--- src/rtl/seven_seg_scanner_if.sv ---
// seven_seg_scanner_if
//   Bundles the scanner's display-side and mux-side signals.
//   enable      : 1 = scan, 0 = display dark and scanner parked
//   nibble      : hex value returned by the upstream half_byte_mux for digit_sel
//   dp_mask     : dp_mask[i] = 1 lights the decimal point of digit i
//   digit_sel   : registered digit index fed to the half_byte_mux byte_select
//   anode_n     : active-low one-hot anode drive
//   seg_n       : active-low segments {g,f,e,d,c,b,a}
//   dp_n        : active-low decimal point
//   frame_tick  : one-cycle pulse after digit_sel wraps 7 -> 0
// Modports: master = scanner side, slave = controller/display side.
interface seven_seg_scanner_if;
    logic       enable;
    logic [3:0] nibble;
    logic [7:0] dp_mask;
    logic [2:0] digit_sel;
    logic [7:0] anode_n;
    logic [6:0] seg_n;
    logic       dp_n;
    logic       frame_tick;

    modport master (
        input  enable, nibble, dp_mask,
        output digit_sel, anode_n, seg_n, dp_n, frame_tick
    );

    modport slave (
        output enable, nibble, dp_mask,
        input  digit_sel, anode_n, seg_n, dp_n, frame_tick
    );
endinterface

--- src/rtl/seven_seg_scanner.sv ---
// seven_seg_scanner
//   Time-multiplexed driver for an 8-digit common-anode seven-segment display.
//   Each digit slot is BLANK_CYCLES clocks with all anodes off followed by
//   DWELL_CYCLES-BLANK_CYCLES clocks with the digit lit. Digit 0 is the most
//   significant nibble. All outputs are registered.
// Ports
//   clk   : single clock, rising edge
//   rstb  : asynchronous active-low reset
//   bus   : seven_seg_scanner_if.master (enable, nibble, dp_mask in;
//           digit_sel, anode_n, seg_n, dp_n, frame_tick out)
// Configuration
//   LEADING_ZERO_BLANK_EN : when defined, leading zero digits 0..6 are blanked.
module seven_seg_scanner #(
    parameter int unsigned DWELL_CYCLES = 50000,
    parameter int unsigned BLANK_CYCLES = 1000
) (
    input logic                  clk,
    input logic                  rstb,
    seven_seg_scanner_if.master  bus
);

    localparam int unsigned CntW = (DWELL_CYCLES > 2) ? $clog2(DWELL_CYCLES) : 1;
    localparam logic [CntW-1:0] BlankLast = CntW'(BLANK_CYCLES - 1);
    localparam logic [CntW-1:0] DwellLast = CntW'(DWELL_CYCLES - 1);

    typedef enum logic [1:0] {StIdle, StBlank, StShow} state_e;

    state_e          state_q, state_d;
    logic [CntW-1:0] cnt_q, cnt_d;
    logic [2:0]      sel_q, sel_d;
    logic [7:0]      anode_q, anode_d;
    logic [6:0]      seg_q, seg_d;
    logic            dp_q, dp_d;
    logic            tick_q, tick_d;
`ifdef LEADING_ZERO_BLANK_EN
    logic            nz_seen_q, nz_seen_d;
    logic            nz_eff;
`endif

    function automatic logic [6:0] decode(input logic [3:0] v);
        logic [6:0] s;
        case (v)
            4'h0: s = 7'h40;
            4'h1: s = 7'h79;
            4'h2: s = 7'h24;
            4'h3: s = 7'h30;
            4'h4: s = 7'h19;
            4'h5: s = 7'h12;
            4'h6: s = 7'h02;
            4'h7: s = 7'h78;
            4'h8: s = 7'h00;
            4'h9: s = 7'h10;
            4'hA: s = 7'h08;
            4'hB: s = 7'h03;
            4'hC: s = 7'h46;
            4'hD: s = 7'h21;
            4'hE: s = 7'h06;
            default: s = 7'h0E;
        endcase
        return s;
    endfunction

    always_comb begin
        state_d = state_q;
        cnt_d   = cnt_q;
        sel_d   = sel_q;
        anode_d = anode_q;
        seg_d   = seg_q;
        dp_d    = dp_q;
        tick_d  = 1'b0;
`ifdef LEADING_ZERO_BLANK_EN
        nz_seen_d = nz_seen_q;
        // Digit 0 starts a new number, so forget earlier non-zero digits.
        nz_eff    = (sel_q == 3'd0) ? 1'b0 : nz_seen_q;
`endif

        if (!bus.enable) begin
            // Abandon any partial slot; restart at digit 0 on re-enable.
            state_d = StIdle;
            cnt_d   = '0;
            sel_d   = 3'd0;
            anode_d = 8'hFF;
            seg_d   = 7'h7F;
            dp_d    = 1'b1;
        end else begin
            case (state_q)
                StIdle: begin
                    state_d = StBlank;
                    cnt_d   = '0;
                end
                StBlank: begin
                    cnt_d = cnt_q + 1'b1;
                    if (cnt_q == BlankLast) begin
                        // Mux output has settled for a full blank period by now.
                        state_d = StShow;
                        anode_d = ~(8'b1 << sel_q);
                        dp_d    = ~bus.dp_mask[sel_q];
`ifdef LEADING_ZERO_BLANK_EN
                        if (bus.nibble == 4'h0 && !nz_eff && sel_q != 3'd7) begin
                            seg_d     = 7'h7F;
                            nz_seen_d = 1'b0;
                        end else begin
                            seg_d     = decode(bus.nibble);
                            nz_seen_d = 1'b1;
                        end
`else
                        seg_d   = decode(bus.nibble);
`endif
                    end
                end
                StShow: begin
                    if (cnt_q == DwellLast) begin
                        state_d = StBlank;
                        cnt_d   = '0;
                        sel_d   = sel_q + 3'd1;
                        anode_d = 8'hFF;
                        tick_d  = (sel_q == 3'd7);
                    end else begin
                        cnt_d = cnt_q + 1'b1;
                    end
                end
                default: begin
                    state_d = StIdle;
                end
            endcase
        end
    end

    always_ff @(posedge clk or negedge rstb) begin
        if (!rstb) begin
            state_q   <= StIdle;
            cnt_q     <= '0;
            sel_q     <= 3'd0;
            anode_q   <= 8'hFF;
            seg_q     <= 7'h7F;
            dp_q      <= 1'b1;
            tick_q    <= 1'b0;
`ifdef LEADING_ZERO_BLANK_EN
            nz_seen_q <= 1'b0;
`endif
        end else begin
            state_q   <= state_d;
            cnt_q     <= cnt_d;
            sel_q     <= sel_d;
            anode_q   <= anode_d;
            seg_q     <= seg_d;
            dp_q      <= dp_d;
            tick_q    <= tick_d;
`ifdef LEADING_ZERO_BLANK_EN
            nz_seen_q <= nz_seen_d;
`endif
        end
    end

    assign bus.digit_sel  = sel_q;
    assign bus.anode_n    = anode_q;
    assign bus.seg_n      = seg_q;
    assign bus.dp_n       = dp_q;
    assign bus.frame_tick = tick_q;

endmodule

--- src/flat_wrapper.sv ---
// flat-port wrapper written by rule: the top's interface ports become plain ports
module seven_seg_scanner_flat 
#(
    parameter int unsigned DWELL_CYCLES = 50000,
    parameter int unsigned BLANK_CYCLES = 1000
)
  (clk, rstb, bus_enable, bus_nibble, bus_dp_mask, bus_digit_sel, bus_anode_n, bus_seg_n, bus_dp_n, bus_frame_tick);
  seven_seg_scanner_if bus_i ();
  input logic clk;
  input logic rstb;
  input wire logic [$bits(bus_i.enable)-1:0] bus_enable;
  input wire logic [$bits(bus_i.nibble)-1:0] bus_nibble;
  input wire logic [$bits(bus_i.dp_mask)-1:0] bus_dp_mask;
  output wire logic [$bits(bus_i.digit_sel)-1:0] bus_digit_sel;
  output wire logic [$bits(bus_i.anode_n)-1:0] bus_anode_n;
  output wire logic [$bits(bus_i.seg_n)-1:0] bus_seg_n;
  output wire logic [$bits(bus_i.dp_n)-1:0] bus_dp_n;
  output wire logic [$bits(bus_i.frame_tick)-1:0] bus_frame_tick;
  assign bus_i.enable = bus_enable;
  assign bus_i.nibble = bus_nibble;
  assign bus_i.dp_mask = bus_dp_mask;
  assign bus_digit_sel = bus_i.digit_sel;
  assign bus_anode_n = bus_i.anode_n;
  assign bus_seg_n = bus_i.seg_n;
  assign bus_dp_n = bus_i.dp_n;
  assign bus_frame_tick = bus_i.frame_tick;
  seven_seg_scanner #(.DWELL_CYCLES(DWELL_CYCLES), .BLANK_CYCLES(BLANK_CYCLES)) u_core (.clk(clk), .rstb(rstb), .bus(bus_i));
endmodule
--- config.mk ---
export PLATFORM = sky130hd
export DESIGN_NAME = seven_seg_scanner_flat
export DESIGN_NICKNAME = d
export VERILOG_FILES = /design/src/rtl/seven_seg_scanner_if.sv /design/src/rtl/seven_seg_scanner.sv /design/src/flat_wrapper.sv
export SDC_FILE = /design/constraint.sdc
export NUM_CORES = 1
export LEC_CHECK = 0
export CAP_MARGIN = 20
export CORE_ASPECT_RATIO = 0.7
export CORE_MARGIN = 2
export CORE_UTILIZATION = 35
export DETAILED_ROUTE_END_ITERATION = 16
export HOLD_SLACK_MARGIN = 0.03
export MAX_ROUTING_LAYER = met4
export PLACE_DENSITY = 0.59
export SLEW_MARGIN = 5
export SYNTH_ARGS = -nofsm -noshare
export SYNTH_HDL_FRONTEND = slang
export SYNTH_SLANG_ARGS = --single-unit
--- constraint.sdc ---
create_clock -name clk -period 2.76 [get_ports clk]
set_input_delay 0.69 -clock clk [delete_from_list [all_inputs] [get_ports clk]]
set_output_delay 0.69 -clock clk [all_outputs]
set_load 0.01 [all_outputs]
==> flow_summary.yaml <==
detailed_routing:
  num_vias: 2029
  avgViaCountPerCell: 5.30
  remaining_drc_errors: 0
  drt_iter0_drc: 121
  wl_per_cell_um: 14.8
  wirelength_um: 5680
  first_pass_iters: 4
  antenna_left: 0
worst_setup_path:
  crit_family: "simple AND/OR/NAND/NOR gates"
  r2r_start: "u_core.cnt_q[0]"
  worst-r2r-setup-slack_ns: 0.54
  path_max_fanout: 9
  path_cells: "ha_1 -> nand2_1 -> nor4_2 -> a21oi_2 -> nor2_2 -> o221ai_1"
  required_ns: 2.91
  critPathLaunch: "u_core.cnt_q[0]"
  r2r_cells: 6
  crit_path_end: "u_core.cnt_q[4]"
  critPathKind: "flip-flop to flip-flop"
  crit_cells: 6
  crit_path_max_incr_delay_ns: 0.52
  r2r-end: "u_core.cnt_q[4]"
  slowest_stage: "nor4_2"
  crit_arrival_ns: 2.36
  start_kind: "flip-flop"
  end_kind: "flip-flop"
  path_buf_inv: 0
die:
  io_pins: 35
  placementRows: 25
  initial_core_util_pct: 36.0
  die-area_um2: 7610
  dieHeight_um: 73.6
  fp.dieW_um: 103
  coreArea_um2: 6730
grt:
  grt_antenna_before_repair: 0
  grt_usage_pct: 16.4
  overflow: 0
  grt_pass1_wl_um: 9290
  grt_max_degree: 39
  grt_pass1_vias: 1838
place:
  dp_cells: 375
  place_area_um2: 2880
  dp_hpwl_um: 4110
  globalplace.congestion: 0.853
  post-place-ws_ns: 0.306
  port_buffers: 34
cells_and_area:
  syn2layout_area_growth_pct: 24.8
  diodes: 0
  fin_area_um2: 3020
  layoutNonFillerInstCount: 383
  nets: 320
  num-fill-cells: 650
  final_core_util_pct: 44.9
  layout-drive-gt1-share_pct: 17.3
clock_network:
  cts.sinks: 38
  cts_buffer_depth: 2
  cts-resized-gates: 0
  clk_pin_slew_ns: 0.09
  cts_setup_buffers: 0
  cts_hold_buffers: 0
  clock-root-buffer: "clkbuf_8"
  clkLatencyLatePin_ns: 0.30
  cts_max_level: 2
  cts_tree: "done"
  numCtsBuffers: 5
worst_hold_path:
  hold_path_class: "flip-flop to flip-flop"
yosys:
  ys_ff_latch: 38
  yosys.cell_types.count: 50
  yosys_warnings: 0
  yosysSeqAreaShare_pct: 40.1
  synth-main-ff-cell: "dfrtp_1"
  async_flop_share_pct: 100
  avgSynthCellArea_um2: 9.61
  synth_area_um2: 2420
  synth_edf_count: 0
  netlist_instances: 252
  synth_fp_nets: 284
pwr:
  p_leak_nw: 1.23
  p_total_mw: 1.63
  p_per_area_nw_per_um2: 540
  ir_worst_vdd_uv: 277
sta:
  worst_pin_slew_ns: 0.870
  final-hold-violation-count: 0
  period_share_pct: 80.3
  rsz0062_at_grt: "no"
  final.setup.tns_ns: 0
  fmax_ghz: 0.451
  final-setup-viol-count: 0
  finClkSkew_ns: 0.0117
  fin_ws_ns: 0.545
  fin_crit_ns: 2.22
  slew_headroom_pct: 42.0
  finalMaxSlewViolations: 0
  holdWs_ns: 0.491
run_status:
  outcome: "finished clean"
flow_run:
  maxCapViolCount: 0
[layout by cell type, fill, tap and decap left out, types with 5 or more instances in the layout]
cell type,n
mux2i_1,9
dfrtp_1,22
o31ai_1,6
o21ai_0,10
dfstp_2,16
nor2_1,19
inv_1,11
clkdlybuf4s50_1,33
a2bb2oi_1,5
clkbuf_8,6
o211ai_1,8
buf_4,5
nor3_1,9
nand4_1,7
nand2_1,31
ha_1,17
a21oi_1,5
nand3_1,12
[worst min-delay path, cell delays in order, from the launching register on]
cell and delay (ns):
dfstp_2 0.38, nand2_1 0.05, nand3_1 0.06
[worst min-delay path by stage]
stage | startpoint | end | slack (ns) | cells past startpoint
2_1_floorplan | rstb | u_core.bus.digit_sel[0] | 0.39 | 0
3_3_place_gp | u_core.bus.dp_n | u_core.bus.dp_n | 0.47 | 2
3_5_place_dp | u_core.bus.dp_n | u_core.bus.dp_n | 0.48 | 2
4_1_cts | u_core.bus.dp_n | u_core.bus.dp_n | 0.49 | 2
5_1_grt | u_core.bus.seg_n[2] | u_core.bus.seg_n[2] | 0.52 | 2
6_report | u_core.bus.dp_n | u_core.bus.dp_n | 0.49 | 2
[layout make-up]
class                           instances  area, um^2  share of cell area, %
Sequential cell                        38         971                   32.1
Multi-Input combinational cell        193        1380                   45.5
Timing Repair Buffer                   39         373                   12.3
Tap cell                               94         118                   3.89
Inverter                               11        41.3                   1.37
Clock buffer                            6        82.6                   2.73
Clock inverter                          2        60.1                   1.99
[kinds of logic (layout without fill, tap and decap cells)]
family	count (synthesis)	in the layout	synth area share [%]
buffers and inverters	21	58	3.31
flip-flops	38	38	40.1
AND/OR/NAND/NOR	104	104	22.3
multiplexers	14	14	7.44
XOR/XNOR	1	1	0.362
adder cells (fa/ha/maj)	17	17	8.79
AO/OA/AOI/OAI	57	57	17.7
[cell usage after synthesis, types with 3 or more instances]
master     count  area share [%]
o31ai_1        6             1.9
inv_1         11             1.7
o21ai_0       10             2.1
nand2_1       31             4.8
nand3_1       12             2.5
mux4_2         3             2.8
nor3_1         9             1.9
a22oi_1        3            0.93
o221ai_1       4             1.4
dfstp_2       16              17
and3_1         4             1.0
nor2_2         3            0.78
mux2i_1        9             3.7
a21oi_1        5             1.0
o22a_2         3             1.2
nor2_1        19             2.9
o211ai_1       8             2.5
ha_1          17             8.8
a2bb2oi_1      5             1.8
nand4_1        7             1.8
dfrtp_1       22              23
clkbuf_1       9             1.4
[metal layers]
layer | global-route usage (%) | wire, um
met5 | - | 0
met3 | 3.24 | 217
met1 | 25.4 | 3090
met4 | 5.12 | 74
met2 | 21.0 | 2300
[state kept, by name, summed over array words and instances, names as in the netlist]
| signal | cells |
|---|---|
| u_core.bus.digit_sel | 3 |
| u_core.bus.dp_n | 1 |
| u_core.bus.frame_tick | 1 |
| u_core.bus.anode_n | 8 |
| u_core.cnt_q | 16 |
| u_core.state_q | 2 |
| u_core.bus.seg_n | 7 |
[power by group]
| group | leakage (nW) | switching (mW) | internal (mW) | total (mW) |
|---|---|---|---|---|
| Clock | 0.0714 | 0.210 | 0.386 | 0.596 |
| Sequential | 0.473 | 0.0203 | 0.577 | 0.597 |
| Combinational | 0.688 | 0.267 | 0.171 | 0.438 |
| Total | 1.23 | 0.497 | 1.13 | 1.63 |
Power figures use the tool's default switching activity.
